<file path="src/rtl/instr_fetch_pkg.sv">
// Shared types and constants for the instruction-fetch slice.
package instr_fetch_pkg;
  localparam int DATA_W = 32;

  typedef enum logic [1:0] {
    ST_REQ,
    ST_WAIT,
    ST_DROP
  } fetch_state_t;

  localparam logic [DATA_W-1:0] NO_OP  = 32'hF000_0000;
  localparam logic [DATA_W-1:0] PC_INC = 32'd4;
endpackage

</file>
<file path="src/rtl/instr_fetch_if.sv">
// Instruction-memory read port: one-cycle request strobe, one-cycle data-valid strobe.
interface instr_fetch_if;
  import instr_fetch_pkg::*;

  logic              imem_req;
  logic [DATA_W-1:0] imem_addr;
  logic              imem_valid;
  logic [DATA_W-1:0] imem_rdata;

  modport master (output imem_req, imem_addr, input imem_valid, imem_rdata);
  modport slave  (input imem_req, imem_addr, output imem_valid, imem_rdata);
endinterface

</file>
<file path="src/rtl/instr_fetch_buf.sv">
// Small synchronous FIFO holding {pc, instruction} pairs; head is read combinationally.
module fetch_buf #(
  parameter  int DEPTH   = 2,
  parameter  int ENTRY_W = 64,
  localparam int PTR_W   = (DEPTH > 1) ? $clog2(DEPTH) : 1,
  localparam int CNT_W   = $clog2(DEPTH + 1)
) (
  input  logic               clk,
  input  logic               rst_n,
  input  logic               push,
  input  logic               pop,
  input  logic               flush,
  input  logic [ENTRY_W-1:0] din,
  output logic [ENTRY_W-1:0] head,
  output logic [CNT_W-1:0]   count
);
  logic [ENTRY_W-1:0] mem [DEPTH];
  logic [PTR_W-1:0]   rd_ptr;
  logic [PTR_W-1:0]   wr_ptr;

  function automatic logic [PTR_W-1:0] bump(input logic [PTR_W-1:0] p);
    if (p == PTR_W'(DEPTH - 1)) return '0;
    return p + 1'b1;
  endfunction

  // Storage carries no reset; occupancy is tracked by count alone.
  always_ff @(posedge clk) begin
    if (push) mem[wr_ptr] <= din;
  end

  always_ff @(posedge clk or negedge rst_n) begin
    if (!rst_n) begin
      rd_ptr <= '0;
      wr_ptr <= '0;
      count  <= '0;
    end else if (flush) begin
      rd_ptr <= '0;
      wr_ptr <= '0;
      count  <= '0;
    end else begin
      if (push) wr_ptr <= bump(wr_ptr);
      if (pop)  rd_ptr <= bump(rd_ptr);
      case ({push, pop})
        2'b10:   count <= count + 1'b1;
        2'b01:   count <= count - 1'b1;
        default: ;
      endcase
    end
  end

  assign head = mem[rd_ptr];
endmodule

</file>
<file path="src/rtl/instr_fetch.sv">
// Instruction fetch: single-outstanding memory request FSM feeding a small prefetch buffer.
module instr_fetch
  import instr_fetch_pkg::*;
#(
  parameter logic [DATA_W-1:0] RESET_PC  = 32'h0000_0000,
  parameter int                BUF_DEPTH = 2
) (
  input  logic               clk,
  input  logic               rst_n,
  instr_fetch_if.master      imem,
  input  logic               data_hazard,
  input  logic               PC_hazard,
  input  logic [DATA_W-1:0]  branch_target,
  output logic [DATA_W-1:0]  instruction_in,
  output logic [DATA_W-1:0]  PC_in,
  output logic               fetch_valid
);
  localparam int CNT_W = $clog2(BUF_DEPTH + 1);

  fetch_state_t        state_q, state_d;
  logic [DATA_W-1:0]   fetch_pc_q, fetch_pc_d;
  logic                push, pop, req;
  logic [CNT_W-1:0]    count;
  logic [2*DATA_W-1:0] head;
  logic                empty;

  fetch_buf #(.DEPTH(BUF_DEPTH), .ENTRY_W(2*DATA_W)) u_buf (
    .clk   (clk),
    .rst_n (rst_n),
    .push  (push),
    .pop   (pop),
    .flush (PC_hazard),
    .din   ({fetch_pc_q, imem.imem_rdata}),
    .head  (head),
    .count (count)
  );

  always_ff @(posedge clk or negedge rst_n) begin
    if (!rst_n) begin
      state_q    <= ST_REQ;
      fetch_pc_q <= RESET_PC;
    end else begin
      state_q    <= state_d;
      fetch_pc_q <= fetch_pc_d;
    end
  end

  always_comb begin
    state_d    = state_q;
    fetch_pc_d = fetch_pc_q;
    req        = 1'b0;
    push       = 1'b0;
    case (state_q)
      ST_REQ: begin
        if (PC_hazard) begin
          fetch_pc_d = branch_target;
        end else if (count < CNT_W'(BUF_DEPTH)) begin
          req     = 1'b1;
          state_d = ST_WAIT;
        end
      end
      ST_WAIT: begin
        if (PC_hazard) begin
          fetch_pc_d = branch_target;
          state_d    = imem.imem_valid ? ST_REQ : ST_DROP;
        end else if (imem.imem_valid) begin
          push       = 1'b1;
          fetch_pc_d = fetch_pc_q + PC_INC;
          state_d    = ST_REQ;
        end
      end
      ST_DROP: begin
        if (PC_hazard) fetch_pc_d = branch_target;
        // The stale response retires the only outstanding request, even if a new redirect coincides.
        if (imem.imem_valid) state_d = ST_REQ;
      end
      default: state_d = ST_REQ;
    endcase
  end

  assign empty          = (count == '0);
  assign pop            = !empty && !data_hazard && !PC_hazard;
  // The REQ state is live during reset, so the strobe is held off explicitly.
  assign imem.imem_req  = req && rst_n;
  assign imem.imem_addr = fetch_pc_q;

  assign fetch_valid    = !empty;
  assign instruction_in = empty ? NO_OP : head[DATA_W-1:0];
  assign PC_in          = empty ? fetch_pc_q : head[2*DATA_W-1:DATA_W];
endmodule

</file>
<file path="src/flat_wrapper.sv">
// flat-port wrapper written by rule: the top's interface ports become plain ports
module instr_fetch_flat import instr_fetch_pkg::*;
#(
  parameter logic [DATA_W-1:0] RESET_PC  = 32'h0000_0000,
  parameter int                BUF_DEPTH = 2
)
  (clk, rst_n, data_hazard, PC_hazard, branch_target, instruction_in, PC_in, fetch_valid, imem_imem_req, imem_imem_addr, imem_imem_valid, imem_imem_rdata);
  instr_fetch_if imem_i ();
  input  logic clk;
  input  logic rst_n;
  input  logic data_hazard;
  input  logic PC_hazard;
  input  logic [DATA_W-1:0] branch_target;
  output logic [DATA_W-1:0] instruction_in;
  output logic [DATA_W-1:0] PC_in;
  output logic fetch_valid;
  output wire logic [$bits(imem_i.imem_req)-1:0] imem_imem_req;
  output wire logic [$bits(imem_i.imem_addr)-1:0] imem_imem_addr;
  input wire logic [$bits(imem_i.imem_valid)-1:0] imem_imem_valid;
  input wire logic [$bits(imem_i.imem_rdata)-1:0] imem_imem_rdata;
  assign imem_imem_req = imem_i.imem_req;
  assign imem_imem_addr = imem_i.imem_addr;
  assign imem_i.imem_valid = imem_imem_valid;
  assign imem_i.imem_rdata = imem_imem_rdata;
  instr_fetch #(.RESET_PC(RESET_PC), .BUF_DEPTH(BUF_DEPTH)) u_core (.clk(clk), .rst_n(rst_n), .imem(imem_i), .data_hazard(data_hazard), .PC_hazard(PC_hazard), .branch_target(branch_target), .instruction_in(instruction_in), .PC_in(PC_in), .fetch_valid(fetch_valid));
endmodule
</file>
<file path="config.mk">
export PLATFORM = sky130hd
export DESIGN_NAME = instr_fetch_flat
export DESIGN_NICKNAME = d
export VERILOG_FILES = /design/src/rtl/instr_fetch_pkg.sv /design/src/rtl/instr_fetch_if.sv /design/src/rtl/instr_fetch_buf.sv /design/src/rtl/instr_fetch.sv /design/src/flat_wrapper.sv
export SDC_FILE = /design/constraint.sdc
export NUM_CORES = 1
export LEC_CHECK = 0
export BUFFER_PORTS_ARGS = -buffer_cell sky130_fd_sc_hd__buf_2
export CAP_MARGIN = 20
export CELL_PAD_IN_SITES_DETAIL_PLACEMENT = 1
export CELL_PAD_IN_SITES_GLOBAL_PLACEMENT = 1
export CORE_ASPECT_RATIO = 1.2
export CORE_MARGIN = 10
export CORE_UTILIZATION = 43
export CTS_BUF_LIST = sky130_fd_sc_hd__clkbuf_8 sky130_fd_sc_hd__clkbuf_16
export DETAILED_ROUTE_END_ITERATION = 7
export GPL_ROUTABILITY_DRIVEN = 0
export GPL_TIMING_DRIVEN = 0
export PLACE_DENSITY = 0.84
export SKIP_CTS_REPAIR_TIMING = 1
export SYNTH_ARGS = -nofsm -noshare
export SYNTH_HDL_FRONTEND = slang
export SYNTH_SLANG_ARGS = --single-unit
export TNS_END_PERCENT = 100
</file>
<file path="constraint.sdc">
create_clock -name clk -period 8.44 [get_ports clk]
set_input_delay 1.266 -clock clk [delete_from_list [all_inputs] [get_ports clk]]
set_output_delay 1.266 -clock clk [all_outputs]
set_load 0.01 [all_outputs]
</file>
==> results.sh <==
export IMPL_viasPerCell=5.80
export IMPL_timing_final_crit_share=0.473
export IMPL_muxShareOfSynthArea=0.0912
export IMPL_row_count=52
export IMPL_synth_edff_count=128
export IMPL_tns_ns=0
export IMPL_ys_warn_count=0
export IMPL_ioPinCount=167
export IMPL_drc=0
export IMPL_dp_hpwl_mm=16.9
export IMPL_hold_class="reg -> reg"
export IMPL_path_max_fanout=10
export IMPL_grt_use_total=0.204
export IMPL_place_inst=993
export IMPL_htree_levels=4
export IMPL_status="completed"
export IMPL_synth_most_common_cell="edfxtp_1"
export IMPL_synth_xor_area_share=0.00237
export IMPL_crit_chain="nor2_1 -> clkbuf_1 -> clkbuf_1 -> nand2_1 -> o21ai_0 -> buf_2"
export IMPL_synth_ff_type="edfxtp_1"
export IMPL_numCtsBuffers=17
export IMPL_grt_max_degree=61
export IMPL_critPathBufInv=3
export IMPL_avgSynthCellArea_um2=12.2
export IMPL_cp_arrival_ns=2.73
export IMPL_design_core_area_mm2=0.0169
export IMPL_power_density_mw_per_mm2=233
export IMPL_wl_per_cell_um=23.1
export IMPL_cts_buffer_depth=2
export IMPL_die_area_mm2=0.0228
export IMPL_clock_fmax_mhz=250
export IMPL_path_delay_family="buffers and inverters"
export IMPL_dieHeight_um=164
export IMPL_multi_input_area_mm2=0.00241
export IMPL_setup_viol=0
export IMPL_grt_pass1_wl_mm=36.7
export IMPL_slew_headroom=0.362
export IMPL_routed_wl_mm=23.7
export IMPL_synth_top_area_cell="edfxtp_1"
export IMPL_clk_latency_ns=0.42
export IMPL_synth_compound_area_share=0.0956
export IMPL_worst_slack_ns=4.45
export IMPL_drt_iter0_markers=487
export IMPL_cp_slowest_stage_delay_ns=0.54
export IMPL_cts_sinks=166
export IMPL_irDropWorstVdd_v=0.000125
export IMPL_synthSimpleGateAreaFrac=0.133
export IMPL_netlist_area_leader_share=0.521
export IMPL_fin_nets=867
export IMPL_slew_viol_final=0
export IMPL_synth_top_family_by_area="simple AND/OR/NAND/NOR gates"
export IMPL_ys_async_sr_fraction=0.229
export IMPL_synth_area_leaders="edfxtp_1 (52%), dfrtp_1 (13%), mux2i_1 (8.8%)"
export IMPL_stdcell_count=1025
export IMPL_netlist_area_mm2=0.00738
export IMPL_hold_viol_final=0
export IMPL_dpl_worst_slack_ns=4.50
export IMPL_cap_violations=0
export IMPL_areaGrowthSynthToFinish_pct=25.1
export IMPL_initial_utilization=0.438
export IMPL_criticalPathCategory="reg -> out"
export IMPL_yosys_area_share_adder=0.00169
export IMPL_rsz0062_at_grt="no"
export IMPL_root_buffer="clkbuf_16"
export IMPL_finalClockSkew_ns=0.00625
export IMPL_syn_nets=675
export IMPL_cp_end_kind="primary output"
export IMPL_route_vias_total=5945
export IMPL_worst_slew_pin_slew_ns=0.957
export IMPL_regArea_mm2=0.00479
export IMPL_dr_pass1_iters=5
export IMPL_antenna_cells=0
export IMPL_start_kind="flip-flop"
export IMPL_grt_ovfl_total=0
export IMPL_ant_nets=0
export IMPL_first_global_vias=6375
export IMPL_cp_required_ns=7.17
export IMPL_ys_ff_latch=166
export IMPL_layout_drive_gt1_share=0.272
export IMPL_cp_common_cell="clkbuf_1"
export IMPL_fill_cells=1818
export IMPL_cts_tree="built"
export IMPL_ys_types=48
export IMPL_synthTopCellsByCount="edfxtp_1 (128), nand2_1 (68), mux2i_1 (65), nor2_1 (57), o21ai_0 (51)"
export IMPL_io_buffer_count=166
export IMPL_synth_seq_area_share=0.649
export IMPL_critPathSlowestCell="clkbuf_1"
export IMPL_antenna_found_initial=0
export IMPL_syn_inst=605
export IMPL_p_leak_nw=3.50
export IMPL_fin_crit_ns=3.99
export IMPL_chipWidth_um=140
export IMPL_clk_pin_slew_ns=0.06
layout make-up:
| class | count | area share |
|---|---|---|
| buffer | 41 | 0.0180 |
| timing repair buffer | 173 | 0.101 |
| inverter | 8 | 0.00325 |
| clock inverter | 14 | 0.0225 |
| multi-input combinational | 390 | 0.261 |
| tap | 216 | 0.0293 |
| clock buffer | 17 | 0.0461 |
| sequential | 166 | 0.519 |
path summary, 6_finish.rpt:
check / to / depth (start not counted) / slack, ns / startpoint
hold reg to reg: u_core.u_buf.mem[1][51] / 0 / 0.50 / u_core.imem.imem_addr[19]
setup / recovery: PC_in[14] / 6 / 4.45 / u_core.u_buf.count[1]
max in group asynchronous: u_core.imem.imem_addr[3] / 1 / 6.85 / rst_n
min in group asynchronous: u_core.imem.imem_addr[19] / 1 / 0.98 / rst_n
setup reg to reg: u_core.imem.imem_addr[28] / 6 / 5.82 / u_core.imem.imem_addr[2]
hold / removal: u_core.u_buf.mem[1][51] / 0 / 0.50 / u_core.imem.imem_addr[19]
cells in the final DEF, fill, tap and decap left out, types with 3 or more instances in the layout:
cell	instances
a211oi_1	4
a21oi_1	26
a2bb2oi_1	5
a311oi_1	4
a31oi_1	3
a32oi_1	5
and2_1	4
and3_1	5
and4_1	4
buf_2	174
buf_8	3
bufinv_16	5
clkbuf_1	29
clkbuf_16	17
dfrtp_1	38
edfxtp_1	128
inv_1	9
mux2i_1	65
nand2_1	68
nand2b_1	3
nand3_1	19
nand4_1	9
nor2_1	57
nor3_1	8
nor4_1	7
o21a_1	3
o21ai_0	51
o22ai_1	7
or3_1	4
or4_1	3
routing by layer:
metal  share of wire  up-vias  global-route usage  wire length (µm)
met5               0        -                   0                 0
met4           0.020        0              0.0789               485
met3           0.069       48              0.0488              1630
met2            0.52      275               0.360             12300
met1            0.39     2967               0.233              9280
li1                -     2655                   -                 -
state kept, by name, summed over array words and instances (netlist names):
| name | count |
|---|---|
| u_core.u_buf.rd_ptr | 1 |
| u_core.u_buf.mem | 128 |
| u_core.imem.imem_addr | 32 |
| u_core.u_buf.wr_ptr | 1 |
| u_core.u_buf.count | 2 |
| u_core.state_q | 2 |
per-stage QoR:
stage          area [µm²]  power, mW   util  hold slack, ns
2_1_floorplan        7390       1.16      -           0.523
3_3_place_gp         8490       1.31  0.504           0.469
3_5_place_dp         8600       1.33  0.510           0.479
4_1_cts              9230       2.16  0.548           0.495
5_1_grt              9240       2.23  0.548           0.512
6_report             9240       2.15  0.548           0.495
cells by family after synthesis:
group | after synthesis
buffers and inverters | 49
XOR/XNOR | 2
AND/OR/NAND/NOR | 202
adder cells (fa/ha/maj) | 1
multiplexers | 67
flip-flops | 166
AO/OA/AOI/OAI | 118
where the power goes:
part / switching (mW) / internal [mW]
sequential: 0.0643 / 0.934
combinational: 0.205 / 0.118
clock: 0.310 / 0.521
total: 0.579 / 1.57
Power figures use the tool's default switching activity.
